==> src/rtl/hs_pkg.sv <==
// Shared default sizing for the handshaking slave FIFO and its storage.
package hs_pkg;
    localparam int HS_DATA_WIDTH = 8;
    localparam int HS_DEPTH      = 4;
endpackage

==> src/rtl/hs_fifo_mem.sv <==
// Register-array storage: synchronous write, asynchronous read, zeroed on reset
// so that data_out reads 0 immediately after reset.
module hs_fifo_mem
    import hs_pkg::*;
#(
    parameter int DATA_WIDTH = HS_DATA_WIDTH,
    parameter int DEPTH      = HS_DEPTH,
    parameter int ADDR_W     = $clog2(DEPTH)
) (
    input  logic                  clk,
    input  logic                  rst,
    input  logic                  wr_en,
    input  logic [ADDR_W-1:0]     wr_addr,
    input  logic [DATA_WIDTH-1:0] wr_data,
    input  logic [ADDR_W-1:0]     rd_addr,
    output logic [DATA_WIDTH-1:0] rd_data
);
    logic [DATA_WIDTH-1:0] mem_q [DEPTH];

    genvar gi;
    generate
        for (gi = 0; gi < DEPTH; gi++) begin : g_entry
            always_ff @(posedge clk) begin
                if (rst) begin
                    mem_q[gi] <= '0;
                end else if (wr_en && (wr_addr == ADDR_W'(gi))) begin
                    mem_q[gi] <= wr_data;
                end
            end
        end
    endgenerate

    assign rd_data = mem_q[rd_addr];
endmodule

==> src/rtl/handshaking_slave_fifo.sv <==
// Valid/ready slave FIFO with registered receive enable; data_ready and out_valid
// depend on registers only, so there is no input-to-output combinational path.
module handshaking_slave_fifo
    import hs_pkg::*;
#(
    parameter int DATA_WIDTH = HS_DATA_WIDTH,
    parameter int DEPTH      = HS_DEPTH
) (
    input  logic                         clk,
    input  logic                         rst,
    input  logic [DATA_WIDTH-1:0]        data_in,
    input  logic                         data_valid,
    input  logic                         ready,
    output logic                         data_ready,
    output logic [DATA_WIDTH-1:0]        data_out,
    output logic                         out_valid,
    input  logic                         out_ready,
    input  logic                         clear,
    output logic [$clog2(DEPTH+1)-1:0]   count
);
    localparam int PTR_W = $clog2(DEPTH);
    localparam int CNT_W = $clog2(DEPTH+1);

    logic             en_q;
    logic [PTR_W-1:0] wr_ptr_q, wr_ptr_d;
    logic [PTR_W-1:0] rd_ptr_q, rd_ptr_d;
    logic [CNT_W-1:0] count_q, count_d;
    logic             full, empty, push, pop;

    assign full       = (count_q == CNT_W'(DEPTH));
    assign empty      = (count_q == '0);
    assign data_ready = en_q && !full;
    assign out_valid  = !empty;
    assign count      = count_q;

    // clear suppresses both handshakes so nothing is written or consumed that cycle
    assign push = data_valid && data_ready && !clear;
    assign pop  = out_valid && out_ready && !clear;

    always_comb begin
        wr_ptr_d = wr_ptr_q;
        rd_ptr_d = rd_ptr_q;
        count_d  = count_q;
        if (clear) begin
            wr_ptr_d = '0;
            rd_ptr_d = '0;
            count_d  = '0;
        end else begin
            if (push) wr_ptr_d = wr_ptr_q + PTR_W'(1);
            if (pop)  rd_ptr_d = rd_ptr_q + PTR_W'(1);
            case ({push, pop})
                2'b10:   count_d = count_q + CNT_W'(1);
                2'b01:   count_d = count_q - CNT_W'(1);
                default: count_d = count_q;
            endcase
        end
    end

    always_ff @(posedge clk) begin
        if (rst) begin
            en_q     <= 1'b0;
            wr_ptr_q <= '0;
            rd_ptr_q <= '0;
            count_q  <= '0;
        end else begin
            en_q     <= ready;
            wr_ptr_q <= wr_ptr_d;
            rd_ptr_q <= rd_ptr_d;
            count_q  <= count_d;
        end
    end

    hs_fifo_mem #(
        .DATA_WIDTH (DATA_WIDTH),
        .DEPTH      (DEPTH),
        .ADDR_W     (PTR_W)
    ) u_mem (
        .clk     (clk),
        .rst     (rst),
        .wr_en   (push),
        .wr_addr (wr_ptr_q),
        .wr_data (data_in),
        .rd_addr (rd_ptr_q),
        .rd_data (data_out)
    );
endmodule

==> config.mk <==
export PLATFORM = sky130hd
export DESIGN_NAME = handshaking_slave_fifo
export DESIGN_NICKNAME = d
export VERILOG_FILES = /design/src/rtl/hs_pkg.sv /design/src/rtl/hs_fifo_mem.sv /design/src/rtl/handshaking_slave_fifo.sv
export SDC_FILE = /design/constraint.sdc
export NUM_CORES = 1
export LEC_CHECK = 0
export BUFFER_PORTS_ARGS = -buffer_cell sky130_fd_sc_hd__buf_2
export CAP_MARGIN = 20
export CORE_UTILIZATION = 51
export DETAILED_ROUTE_END_ITERATION = 12
export PLACE_DENSITY = 0.87
export SYNTH_ARGS = -nofsm -noshare
export SYNTH_HDL_FRONTEND = slang
export SYNTH_SLANG_ARGS = --single-unit
==> constraint.sdc <==
create_clock -name clk -period 2.1 [get_ports clk]
set_input_delay 0.42 -clock clk [delete_from_list [all_inputs] [get_ports clk]]
set_output_delay 0.42 -clock clk [all_outputs]
set_load 0.05 [all_outputs]
==> results of run 1 <==
==> cell usage after synthesis (all sizes together) <==
| master | instances |
|---|---|
| mux4 | 8 |
| or3 | 3 |
| nand2b | 1 |
| and2 | 33 |
| nor3b | 1 |
| o21ai | 5 |
| nor2b | 1 |
| dfxtp | 10 |
| buf | 3 |
| edfxtp | 32 |
| nor3 | 1 |
| clkbuf | 1 |
| fa | 1 |
| nand3b | 2 |
| inv | 7 |
| nand3 | 2 |
| nor2 | 5 |
| xor2 | 2 |
| or2 | 1 |
| nor4b | 4 |
| and3b | 1 |
| a21o | 4 |
| or3b | 1 |
| a21oi | 7 |
| ha | 5 |
==> final timing paths <==
| path | from | to | slack, ps | depth (start not counted) |
|---|---|---|---|---|
| min | ready | en_q | 340 | 2 |
| max reg2reg | count[1] | count[2] | 150 | 9 |
| max | flop | data_out[2] | 120 | 3 |
| min reg2reg | wr_ptr_q[0] | wr_ptr_q[0] | 540 | 2 |
==> flip-flops by register name, summed over array words and instances, names as in the netlist, named ones only <==
signal       cells
count            3
en_q             1
rd_ptr_q         2
u_mem.mem_q     32
wr_ptr_q         2
==> routing by layer <==
metal / global-route usage / routed length, um
met5: 0 / 0
met4: 0.0833 / 49
met3: 0.0511 / 164
met2: 0.379 / 2040
met1: 0.244 / 1600
==> power by group through the flow <==
| stage | logic, W | clock network [W] | registers, W |
|---|---|---|---|
| 2_1_floorplan | 0.0000780 | 0 | 0.000939 |
| 3_3_place_gp | 0.000114 | 0 | 0.000939 |
| 3_5_place_dp | 0.000119 | 0 | 0.000943 |
| 4_1_cts | 0.000119 | 0.000501 | 0.000923 |
| 5_1_grt | 0.000125 | 0.000540 | 0.000926 |
| 6_report | 0.000118 | 0.000497 | 0.000923 |
==> cell families after synthesis <==
logic type                 after synthesis
and+or+nand+nor                         56
muxes                                    8
adders and majority gates                6
DFF                                     42
buffers and inverters                   11
xor gates and xnor gates                 2
AOI/OAI and AO/OA                       16
==> cell type report <==
cell class / instances / share of cell area
Inverter: 7 / 0.0114
Multi-Input combinational cell: 88 / 0.344
Tap cell: 48 / 0.0259
Sequential cell: 42 / 0.504
Timing Repair Buffer: 33 / 0.0789
Clock buffer: 6 / 0.0314
Clock inverter: 2 / 0.00432
==> per-stage QoR <==
step,area [um2],setup WS (ps)
2_1_floorplan,2010,-63.9
3_3_place_gp,2230,126
3_5_place_dp,2230,28.8
4_1_cts,2310,101
5_1_grt,2310,6.89
6_report,2310,116
==> worst register-to-register path: cells and delay by family, from the launching register on <==
family,cells,cell delay [ps]
AO/OA/AOI/OAI,1,130
XOR/XNOR,1,150
adder cells (fa/ha/maj),2,520
buffers and inverters,2,120
flip-flops,1,370
AND/OR/NAND/NOR,3,580
==> flow_summary.json, run 1 <==
{
  "status": "finished, final reports clean",
  "drv_slew": 0,
  "syn_avg_cell_area_um2": 14.1,
  "coreArea_mm2": 0.00372,
  "clk_pin_slew_ps": 70,
  "cap_viol_max_count": 0,
  "num_rows": 22,
  "grt_pass1_vias": 1361,
  "layout_common_cells": "and2_1, edfxtp_1, buf_2",
  "p_sw_frac": 0.231,
  "nFillCells": 279,
  "grt_pass1_wl_mm": 6.42,
  "setup_tns_ps": 0,
  "initial_core_util": 0.536,
  "whs_ps": 344,
  "drt_wl_total_mm": 3.85,
  "diodes": 0,
  "ant_nets": 0,
  "pwr-share-clk": 0.323,
  "yosysTopAreaCell": "edfxtp_1",
  "drtPass1Iterations": 4,
  "fin_nets": 197,
  "synthMuxAreaShare": 0.0904,
  "maxSlewHeadroom": 0.701,
  "hp-class": "in -> reg",
  "crit_required_ps": 1680,
  "hold_viol": 0,
  "h-tree-depth": 2,
  "port_buffers": 26,
  "finalClockSkew_ps": 2.95,
  "clock-sinks": 42,
  "sequentialPowerShare": 0.600,
  "synth_top_area_share": 0.482,
  "path_delay_family": "multiplexers",
  "grt_max_degree": 14,
  "drt_iter0_drc": 92,
  "ctsHoldBuffers": 0,
  "dieArea_mm2": 0.00416,
  "die_w_um": 64.5,
  "peakVddDrop_v": 0.000307,
  "setup_viol": 0,
  "min_period_ps": 1980,
  "fin_util": 0.623,
  "synth_xor_area_frac": 0.00879,
  "cts_root_buffer": "clkbuf_8",
  "crit_chain": "buf_4 > mux4_2 > buf_2",
  "synth-simple-area-share": 0.210,
  "power_frac_comb": 0.077,
  "period_share": 0.945,
  "seqCellArea_mm2": 0.00117,
  "placed_cells": 218,
  "syn_inst": 141,
  "p_leak_nw": 0.900,
  "netlist_area_mm2": 0.00199,
  "insertion_delay_ps": 290,
  "slowest_delay_ps": 530,
  "synth_seq_cells": 42,
  "rsz0062_at_grt": "false",
  "num_vias": 1252,
  "cts_buffers": 5,
  "yosys-top-cells-area": "edfxtp_1, and2_1, dfxtp_1, mux4_2, ha_1",
  "gp_congestion": 0.772,
  "synth-compound-area-share": 0.0452,
  "crit_buf_inv": 2,
  "synth_top_family_by_area": "simple AND/OR/NAND/NOR gates",
  "slowest_stage": "mux4_2",
  "antenna_found_initial": 0,
  "total_power_w": 0.00154,
  "post_cts_buffers": 0,
  "cts.path.max_buffers": 2,
  "ys_seq_area_frac": 0.583,
  "cts_tree": "built",
  "synth_fp_nets": 161,
  "crit_path_start_kind": "flop",
  "grt_util_all_layers": 0.212,
  "power.density_mw_per_mm2": 664,
  "p_int_w": 0.00118,
  "instances_no_fill": 226,
  "cp-end-kind": "primary output",
  "final_common_cell": "and2_1",
  "synth_fa_ha_area_frac": 0.0414,
  "fmax_mhz": 504,
  "synth.distinct_cells": 29,
  "viasPerCell": 5.54,
  "dp_hpwl_mm": 2.75,
  "drc": 0,
  "wl_per_cell_um": 17.1,
  "worst_pin_slew_ps": 446,
  "yosys_warnings": 0,
  "area_delta_synth_final_pct": 16.1,
  "cp_max_fo": 8,
  "ios": 27,
  "cts_resized": 0,
  "power.switching_w": 0.000356,
  "worstSetupPathType": "reg -> out",
  "multi_input_area_um2": 796,
  "drive_above_1_share": 0.365,
  "worst_ep_arrival_time_ps": 1560,
  "die_y_um": 64.5,
  "grt_overflow": 0
}
No activity file was read; power rests on OpenSTA's default activity.
==> run 2, diff against run 1 <==
Settings changed: RECOVER_POWER from default to 100.
==> flow_summary.json, run 2 (synthesis gave the netlist of run 1 again) <==
{
  "h-tree-depth": 2,
  "die_w_um": 64.5,
  "nFillCells": 295,
  "crit_required_ps": 1680,
  "p_leak_nw": 0.828,
  "placed_cells": 218,
  "clock-sinks": 42,
  "r2r_cells": 9,
  "dpl_cell_area_mm2": 0.00223,
  "peakVddDrop_v": 0.000308,
  "dp_hpwl_mm": 2.75,
  "power.switching_w": 0.000355,
  "multi_input_area_um2": 774,
  "maxSlewHeadroom": 0.552,
  "cts_tree": "built",
  "status": "finished, final reports clean",
  "worstSetupPathType": "reg -> out",
  "ctsHoldBuffers": 0,
  "insertion_delay_ps": 290,
  "num_vias": 1231,
  "hold-path-cell-count": 2,
  "drtPass1Iterations": 4,
  "gp_congestion": 0.772,
  "crit_path_start_kind": "flop",
  "cts_buffers": 5,
  "drive_above_1_share": 0.298,
  "drc": 0,
  "final_common_cell": "edfxtp_1",
  "cp-end-kind": "primary output",
  "layout_common_cells": "edfxtp_1, and2_0, buf_2",
  "p_sw_frac": 0.231,
  "p_int_w": 0.00118,
  "area_delta_synth_final_pct": 13.8,
  "fin_area_mm2": 0.00227,
  "largest_register": "u_mem.mem_q",
  "cts_resized": 0,
  "fmax_mhz": 488,
  "power_frac_comb": 0.075,
  "ant_nets": 0,
  "ios": 27,
  "wl_per_cell_um": 17.1,
  "grt_util_all_layers": 0.212,
  "post_cts_buffers": 0,
  "r2r_setup_slack_ps": 170,
  "power.density_mw_per_mm2": 677,
  "total_power_w": 0.00154,
  "sequentialPowerShare": 0.601,
  "drt_wl_total_mm": 3.86,
  "largest_reg_flops": 32,
  "worst_ep_arrival_time_ps": 1630,
  "cts_root_buffer": "clkbuf_8",
  "setup_viol": 0,
  "pwr-share-clk": 0.323,
  "antenna_found_initial": 0,
  "die_y_um": 64.5,
  "period_share": 0.975,
  "port_buffers": 26,
  "min_period_ps": 2050,
  "dieArea_mm2": 0.00416,
  "initial_core_util": 0.536,
  "worst_pin_slew_ps": 671,
  "clk_pin_slew_ps": 70,
  "rsz0062_at_grt": "false",
  "instances_no_fill": 226,
  "drv_slew": 0,
  "fin_nets": 197,
  "coreArea_mm2": 0.00372,
  "finalClockSkew_ps": 2.07,
  "seqCellArea_mm2": 0.00117,
  "drt_iter0_drc": 65,
  "diodes": 0,
  "hold_viol": 0,
  "cts.path.max_buffers": 2,
  "grt_pass1_vias": 1361,
  "num_rows": 22,
  "viasPerCell": 5.45,
  "hp-class": "in -> reg",
  "grt_pass1_wl_mm": 6.42,
  "grt_max_degree": 14,
  "grt_overflow": 0,
  "cp_max_fo": 8,
  "cap_viol_max_count": 0
}
==> run 2: cell types whose count changed in the layout (fill, tap and decap cells not counted), sizes merged <==
cell	change
buf	-19
clkbuf	+19
==> run 2: worst paths after layout <==
path          startpoint          end
min                ready         en_q
max reg2reg     count[1]     count[2]
max                 flop  data_out[2]
min reg2reg  rd_ptr_q[1]         flop
==> run 2: cell type report <==
type,instances,share of cell area
inverter,7,0.0116
timing repair buffer,33,0.0695
clock buffer,6,0.0320
sequential,42,0.515
clock inverter,2,0.00441
tap,48,0.0265
multi-input combinational,88,0.341
==> run 2: worst max-delay path: stages (launching register included) <==
cell      delay [ps]
dfxtp_1          310
clkbuf_4         240
mux4_2           540
clkbuf_2         250
==> run 2: power groups by stage <==
stage / clock, W / sequential (W) / combinational (W)
detailed placement: 0 / 0.000943 / 0.000119
CTS: 0.000501 / 0.000923 / 0.000119
global placement: 0 / 0.000939 / 0.000114
finish: 0.000496 / 0.000923 / 0.000116
floorplan: 0 / 0.000939 / 0.0000780
global route: 0.000540 / 0.000926 / 0.000123
==> run 2: stage by stage <==
stage | hold slack, ps | setup slack (ps) | setup TNS, ps | utilization
floorplan | 459 | -63.9 | -63.9 | -
global placement | 476 | 126 | 0 | 0.601
detailed placement | 516 | 28.8 | 0 | 0.601
CTS | 345 | 101 | 0 | 0.623
global route | 372 | 12.7 | 0 | 0.610
finish | 346 | 52.7 | 0 | 0.610
==> run 2: per-layer routing <==
metal,global-route usage,share of wire,vias to the layer above
met4,0.0833,0.010,0
met2,0.379,0.53,30
met1,0.244,0.41,620
li1,-,-,577
met5,0,0,-
met3,0.0511,0.045,4
